## src/rtl/riscv_core_scoreboard_nw.sv

```systemverilog
// Issue scoreboard: tracks in-flight producers per architectural register and
// derives per-operand bypass selects, ROB tags and issue stalls for a 2-wide bundle.
module riscv_core_scoreboard_nw #(
    parameter int NUM_REGS   = 32,
    parameter int NUM_PIPES  = 2,
    parameter int DEPTH      = 5,
    parameter int TAG_W      = 5,
    parameter int RDY_ALU    = 0,
    parameter int RDY_MEM    = 1,
    parameter int RDY_MULDIV = 3,
    localparam int SEL_W     = $clog2(NUM_PIPES*DEPTH+2),
    localparam int PW        = (NUM_PIPES > 1) ? $clog2(NUM_PIPES) : 1
) (
    input  logic                           clk,
    input  logic                           reset,

    input  logic [4:0]                     src00,
    input  logic [4:0]                     src01,
    input  logic [4:0]                     src10,
    input  logic [4:0]                     src11,
    input  logic                           src00_en,
    input  logic                           src01_en,
    input  logic                           src10_en,
    input  logic                           src11_en,
    input  logic                           src00_renamed,
    input  logic                           src01_renamed,
    input  logic                           src10_renamed,
    input  logic                           src11_renamed,

    input  logic [4:0]                     dst0,
    input  logic [4:0]                     dst1,
    input  logic                           dst0_en,
    input  logic                           dst1_en,
    input  logic [1:0]                     func0,
    input  logic [1:0]                     func1,
    input  logic [PW-1:0]                  pipe0,
    input  logic [PW-1:0]                  pipe1,
    input  logic [TAG_W-1:0]               tag0,
    input  logic [TAG_W-1:0]               tag1,
    input  logic                           ir0_val,
    input  logic                           ir1_val,
    input  logic                           ir0_issued,
    input  logic                           ir1_issued,

    input  logic [NUM_PIPES*DEPTH-1:0]     stall_stage,

    input  logic                           commit1_val,
    input  logic [4:0]                     commit1_reg,
    input  logic [TAG_W-1:0]               commit1_tag,
    input  logic                           commit2_val,
    input  logic [4:0]                     commit2_reg,
    input  logic [TAG_W-1:0]               commit2_tag,

    input  logic                           flush,

    output logic                           stall_ir0,
    output logic                           stall_ir1,
    output logic [SEL_W-1:0]               op00_byp_sel,
    output logic [SEL_W-1:0]               op01_byp_sel,
    output logic [SEL_W-1:0]               op10_byp_sel,
    output logic [SEL_W-1:0]               op11_byp_sel,
    output logic [TAG_W-1:0]               op00_rob_tag,
    output logic [TAG_W-1:0]               op01_rob_tag,
    output logic [TAG_W-1:0]               op10_rob_tag,
    output logic [TAG_W-1:0]               op11_rob_tag
);

    localparam int RW   = 5;
    localparam int NOPS = 4;
    localparam logic [SEL_W-1:0] SEL_ROB = SEL_W'(NUM_PIPES*DEPTH + 1);

    logic              pend_q [NUM_REGS];
    logic [DEPTH-1:0]  pos_q  [NUM_REGS];
    logic [PW-1:0]     pipe_q [NUM_REGS];
    logic [1:0]        func_q [NUM_REGS];
    logic [TAG_W-1:0]  tag_q  [NUM_REGS];

    logic [DEPTH-1:0]  hold_vec [NUM_REGS];
    logic [DEPTH-1:0]  pos_adv  [NUM_REGS];
    logic              clr      [NUM_REGS];

    logic wr0;
    logic wr1;

    // Func 3 returns DEPTH so every in-flight stage blocks.
    function automatic int rdy_of(input logic [1:0] f);
        int r;
        case (f)
            2'b00:   r = RDY_ALU;
            2'b01:   r = RDY_MEM;
            2'b10:   r = RDY_MULDIV;
            default: r = DEPTH;
        endcase
        return r;
    endfunction

    assign wr0 = ir0_issued && dst0_en && (dst0 != '0);
    assign wr1 = ir1_issued && dst1_en && (dst1 != '0);

    always_comb begin
        for (int r = 0; r < NUM_REGS; r++) begin
            hold_vec[r] = '0;
            for (int p = 0; p < NUM_PIPES; p++) begin
                if (pipe_q[r] == PW'(p)) begin
                    hold_vec[r] = stall_stage[p*DEPTH +: DEPTH];
                end
            end
            // Held bits stay; moving bits shift up, and a bit leaving W falls off.
            pos_adv[r] = (pos_q[r] & hold_vec[r]) | ((pos_q[r] & ~hold_vec[r]) << 1);
            clr[r] = (commit1_val && (commit1_reg == RW'(r)) && (commit1_tag == tag_q[r])) ||
                     (commit2_val && (commit2_reg == RW'(r)) && (commit2_tag == tag_q[r]));
        end
    end

    always_ff @(posedge clk or negedge reset) begin
        if (!reset) begin
            for (int r = 0; r < NUM_REGS; r++) begin
                pend_q[r] <= 1'b0;
                pos_q[r]  <= '0;
                pipe_q[r] <= '0;
                func_q[r] <= '0;
                tag_q[r]  <= '0;
            end
        end else if (flush) begin
            for (int r = 0; r < NUM_REGS; r++) begin
                pend_q[r] <= 1'b0;
                pos_q[r]  <= '0;
            end
        end else begin
            for (int r = 0; r < NUM_REGS; r++) begin
                if (wr1 && (dst1 == RW'(r))) begin
                    pend_q[r] <= 1'b1;
                    pos_q[r]  <= DEPTH'(1);
                    pipe_q[r] <= pipe1;
                    func_q[r] <= func1;
                    tag_q[r]  <= tag1;
                end else if (wr0 && (dst0 == RW'(r))) begin
                    pend_q[r] <= 1'b1;
                    pos_q[r]  <= DEPTH'(1);
                    pipe_q[r] <= pipe0;
                    func_q[r] <= func0;
                    tag_q[r]  <= tag0;
                end else begin
                    pos_q[r] <= pos_adv[r];
                    if (clr[r]) begin
                        pend_q[r] <= 1'b0;
                    end
                end
            end
        end
    end

    logic [RW-1:0]     op_src [NOPS];
    logic              op_en  [NOPS];
    logic              op_ren [NOPS];
    logic [SEL_W-1:0]  sel    [NOPS];
    logic [TAG_W-1:0]  rtag   [NOPS];
    logic              blk    [NOPS];

    assign op_src[0] = src00;
    assign op_src[1] = src01;
    assign op_src[2] = src10;
    assign op_src[3] = src11;
    assign op_en[0]  = src00_en;
    assign op_en[1]  = src01_en;
    assign op_en[2]  = src10_en;
    assign op_en[3]  = src11_en;
    assign op_ren[0] = src00_renamed;
    assign op_ren[1] = src01_renamed;
    assign op_ren[2] = src10_renamed;
    assign op_ren[3] = src11_renamed;

    always_comb begin
        for (int k = 0; k < NOPS; k++) begin
            logic [RW-1:0] a;
            logic          hit;
            int            stg;
            a       = op_src[k];
            stg     = 0;
            sel[k]  = '0;
            rtag[k] = '0;
            blk[k]  = 1'b0;
            hit     = op_ren[k] && (a != '0) && pend_q[a];
            for (int s = 0; s < DEPTH; s++) begin
                if (pos_q[a][s]) begin
                    stg = s;
                end
            end
            if (hit) begin
                rtag[k] = tag_q[a];
                if (pos_q[a] == '0) begin
                    sel[k] = SEL_ROB;
                end else begin
                    sel[k] = SEL_W'(1 + int'(pipe_q[a])*DEPTH + stg);
                    blk[k] = op_en[k] && (stg < rdy_of(func_q[a]));
                end
            end
        end
    end

    logic raw_intra;

    // Slot 1 reading slot 0's destination must wait for slot 0 to issue first.
    assign raw_intra = ir0_val && dst0_en && (dst0 != '0) &&
                       ((src10_renamed && src10_en && (src10 == dst0)) ||
                        (src11_renamed && src11_en && (src11 == dst0)));

    // Gated by reset so stalls drop immediately even though raw_intra is input-driven.
    assign stall_ir0 = reset && ir0_val && (blk[0] || blk[1]);
    assign stall_ir1 = reset && ir1_val && (blk[2] || blk[3] || raw_intra);

    assign op00_byp_sel = sel[0];
    assign op01_byp_sel = sel[1];
    assign op10_byp_sel = sel[2];
    assign op11_byp_sel = sel[3];
    assign op00_rob_tag = rtag[0];
    assign op01_rob_tag = rtag[1];
    assign op10_rob_tag = rtag[2];
    assign op11_rob_tag = rtag[3];

endmodule

```

## config.mk

```make
export PLATFORM = sky130hd
export DESIGN_NAME = riscv_core_scoreboard_nw
export DESIGN_NICKNAME = d
export VERILOG_FILES = /design/src/rtl/riscv_core_scoreboard_nw.sv
export SDC_FILE = /design/constraint.sdc
export NUM_CORES = 2
export LEC_CHECK = 0
export BUFFER_PORTS_ARGS = -buffer_cell sky130_fd_sc_hd__buf_2
export CAP_MARGIN = 20
export CORE_ASPECT_RATIO = 1.2
export CORE_MARGIN = 1
export CORE_UTILIZATION = 60
export CTS_CLUSTER_DIAMETER = 100
export CTS_CLUSTER_SIZE = 8
export DETAILED_ROUTE_END_ITERATION = 16
export HOLD_SLACK_MARGIN = 0.1
export PLACE_DENSITY = 0.77
export SYNTH_ARGS = -nofsm -noshare
export SYNTH_HDL_FRONTEND = slang
export SYNTH_SLANG_ARGS = --single-unit
```

## constraint.sdc

```tcl
create_clock -name clk -period 7.6 [get_ports clk]
set_input_delay 1.9 -clock clk [delete_from_list [all_inputs] [get_ports clk]]
set_output_delay 1.9 -clock clk [all_outputs]
set_load 0.02 [all_outputs]
```

==> summary.md <==
| Metric | Value |
|---|---|
| Core area | `roughly 68000 um^2` |
| Ys Warns | `0` |
| Slew Viols, Final | `0` |
| Post-Syn Instances | `3957` |
| FF-to-FF End | `pend_q[27]` |
| CTS tree | `built` |
| Hold Crit Class | `reg2reg` |
| Vias | `approximately 37000` |
| Row count | `between 100 and 150` |
| Die area | `69730 um^2` |
| Post-CTS Setup Bufs | `0` |
| Asr flop ratio synth | `100.0%` |
| Area leader, netlist | `dfrtp_1` |
| Mean Syn Cell Area | `10.41 um^2` |
| Worst skew pair latency | `0.62 ns` |
| Number of global-route vias before repair | `approximately 35000` |
| Largest net degree at the start of global routing | `~160` |
| Total gr overflow | `0` |
| Most area-consuming cells after synthesis | `dfrtp_1 27%, mux4_2 23%, mux2i_1 13%` |
| Htree depth | `3` |
| R2R Setup Slk | `between 5 and 6 ns` |
| Initial antenna violation count | `12` |
| Fin crit share | `97.53%` |
| Antenna-violating nets left | `0` |
| Tightest Pin Transition | `1.180 ns` |
| Worst hold path endpoint | `func_q[62]` |
| Clock root cell | `clkbuf_16` |
| Static Leakage | `17.71 nW` |
| Area Growth Syn to Fin | `7.205%` |
| Placer Congestion | `1.066` |
| Iteration-0 DRC Markers | `around 5900` |
| Worst Path Required | `~5.7 ns` |
| Clk sinks | `around 450` |
| Post-synth cell types | `69` |
| Final hold vios | `0` |
| Starting Density | `61.02%` |
| DR WL/cell | `roughly 37 um` |
| Height of the chip | `289.1 um` |
| Register area share after synthesis | `27.21%` |
| Synth Flop Type | `dfrtp_1` |
| WHS Path Cells | `0` |
| Pwr Total | `8.997 mW` |
| Buffers on Ports | `132` |
| Die width | `~240 um` |
| Ports | `between 100 and 150` |
| Fill count | `5264` |
| Peak Freq | `134.9 MHz` |
| Placed wire-length estimate | `roughly 130 mm` |
| DR pass1 iterations | `8` |
| Maximum capacitance violations | `0` |
| Worst R2R Start | `tag_q[139]` |
| Setup total negative slack | `0 ns` |
| Worst hold start | `func_q[62]` |
| Worst setup margin | `0.1879 ns` |
| WS Path Type | `in2out` |
| Worst EP arrival | `5.51 ns` |
| Hold_buf cts | `0` |
| Dpl ws | `roughly 0.36 ns` |
| Final instance area | `44180 um^2` |
| RSZ-0062 raised after global routing | `no` |
| Slew headroom | `a little over a fifth` |
| Clk buf depth | `3` |
| PwrDens | `203.7 nW/um^2` |
| Drt via density | `7.814` |
| Global Route Usage Sum | `51.65%` |
| Register bit total from synthesis | `448` |
| Critical path endpoint category | `output pin` |
| CP startpoint kind | `primary input` |
| Total Wirelength | `between 150 and 200 mm` |
| EDFF count, synth | `0` |
| Post-Route Skew | `0.02665 ns` |
| Top-area cell type share of the netlist area | `27.21%` |
| First-pass GRT wire length | `254.7 mm` |
| Worst-path fanout max | `16` |
| Status | `finished clean` |
| DRC Markers | `0` |
| Num CTS Buffers | `67` |
| Share of cells above drive strength 1 | `between 20% and 30%` |
| Layout Nets | `3992` |
| Cell area after synthesis | `41210 um^2` |
| VDD IR max | `0.0002192 V` |
| Instance area at placement | `42160 um^2` |
| Final setup vio count | `0` |
| Syn nets | `4072` |
| # resized after CTS | `0` |
| Min Clock Period, post-route | `7.412 ns` |
| Worst-path clk slew | `0.06 ns` |
| Reg2Reg Depth | `5` |
-- metrics by stage --
| stage | hold slack, ns | std cells | utilization (%) |
|---|---|---|---|
| finish | 0.4702 | 4790 | 65.41 |
| global route | 0.4808 | 4787 | 65.40 |
| CTS | 0.4588 | 4767 | 65.14 |
| detailed placement | 0.4485 | 4689 | 62.42 |
| global placement | 0.4251 | 4687 | 62.39 |
| floorplan | 0.4779 | 3957 | - |
-- sequential cells by signal, indices dropped and copies added (netlist names) --
name / cells
tag_q: 160
pos_q: 160
func_q: 64
pend_q: 32
pipe_q: 32
-- critical path: stages --
cell and delay, ns:
buf_2 0.48, or3b_2 0.58, buf_4 0.29, o22ai_1 0.10, a211oi_1 0.65, a21o_1 0.26, a21oi_1 0.12, ha_1 0.31
nor3b_1 0.14, o21ai_0 0.18, nand4b_1 0.12, a31oi_1 0.18, buf_2 0.19
-- worst max path at each step --
stage / end / from / cells after the start
2_1_floorplan: op00_byp_sel[2] / src00[0] / 14
3_3_place_gp: stall_ir1 / src11[0] / 12
3_5_place_dp: stall_ir1 / src11[0] / 12
4_1_cts: stall_ir1 / src11[0] / 12
5_1_grt: op10_byp_sel[2] / src10[0] / 13
6_report: stall_ir1 / src10[3] / 13
-- layout make-up --
class / count / area (um^2) / area share, %
diodes: 3 / 7.507 / 0.01699
repair buffers: 268 / 1856 / 4.200
multi-input cells: 3068 / 28050 / 63.49
inverters: 24 / 90.09 / 0.2039
clock inverters: 7 / 83.83 / 0.1898
well taps: 901 / 1127 / 2.552
clock buffers: 71 / 1754 / 3.971
flip-flops and latches: 448 / 11210 / 25.38
-- layout by cell type (no fill, tap or decap), types with 23 or more instances in the layout --
cell type and n:
buf_4 124, nor2_1 469, a211oi_1 23, nor3_1 25
nor2b_1 123, xnor2_1 144, mux4_1 25, nand4_1 69
dfrtp_1 448, clkbuf_16 69, a21oi_1 464, mux2_2 66
nand2b_1 85, inv_1 24, buf_2 122, nand2_1 61
a22oi_1 54, nand3_1 43, mux4_2 414, mux2i_1 520
xor2_1 190, nor4_1 67
-- power breakdown --
part / total (mW) / switching (mW) / internal (mW)
combinational: 2.68 / 1.33 / 1.35
sequential: 3.57 / 0.891 / 2.68
clock: 2.74 / 1.12 / 1.62
total: 9.00 / 3.34 / 5.66
-- per-layer routing --
layer  vias up  GRT usage, %  wire length [um]
li1      14660             -                 -
met1     18210         60.23             57740
met2      3437         78.99             78680
met3      1103         16.94             23110
met4        18         39.87             18320
met5         -             0               101
-- synth_stat cells (23+ instances only) --
cell        n
nand3_1    43
a21oi_1   464
a22oi_1    54
nor2_1    470
buf_2      67
nand2_1    61
mux4_2    414
dfrtp_1   448
nand4_1    69
mux4_1     25
buf_1      51
xnor2_1   144
nand2b_1   85
clkbuf_1  261
inv_1      24
nor3_1     28
mux2_2     66
nor2b_1   123
mux2i_1   520
nor4_1     67
xor2_1    190
a211oi_1   23
-- cell families (layout without fill, tap and decap cells) --
logic type | count (synthesis) | after routing | share of synthesized area, %
muxes | 1025 | 1025 | 38.66
and+or+nand+nor | 1013 | 1013 | 12.16
AOI/OAI and AO/OA | 676 | 676 | 9.483
DFF | 448 | 448 | 27.21
buffers and inverters | 441 | 370 | 4.791
xor gates and xnor gates | 334 | 334 | 7.099
adders and majority gates | 20 | 20 | 0.6073
other | 0 | 3 | 0
Note: power is estimated with default switching activity, not from simulation.
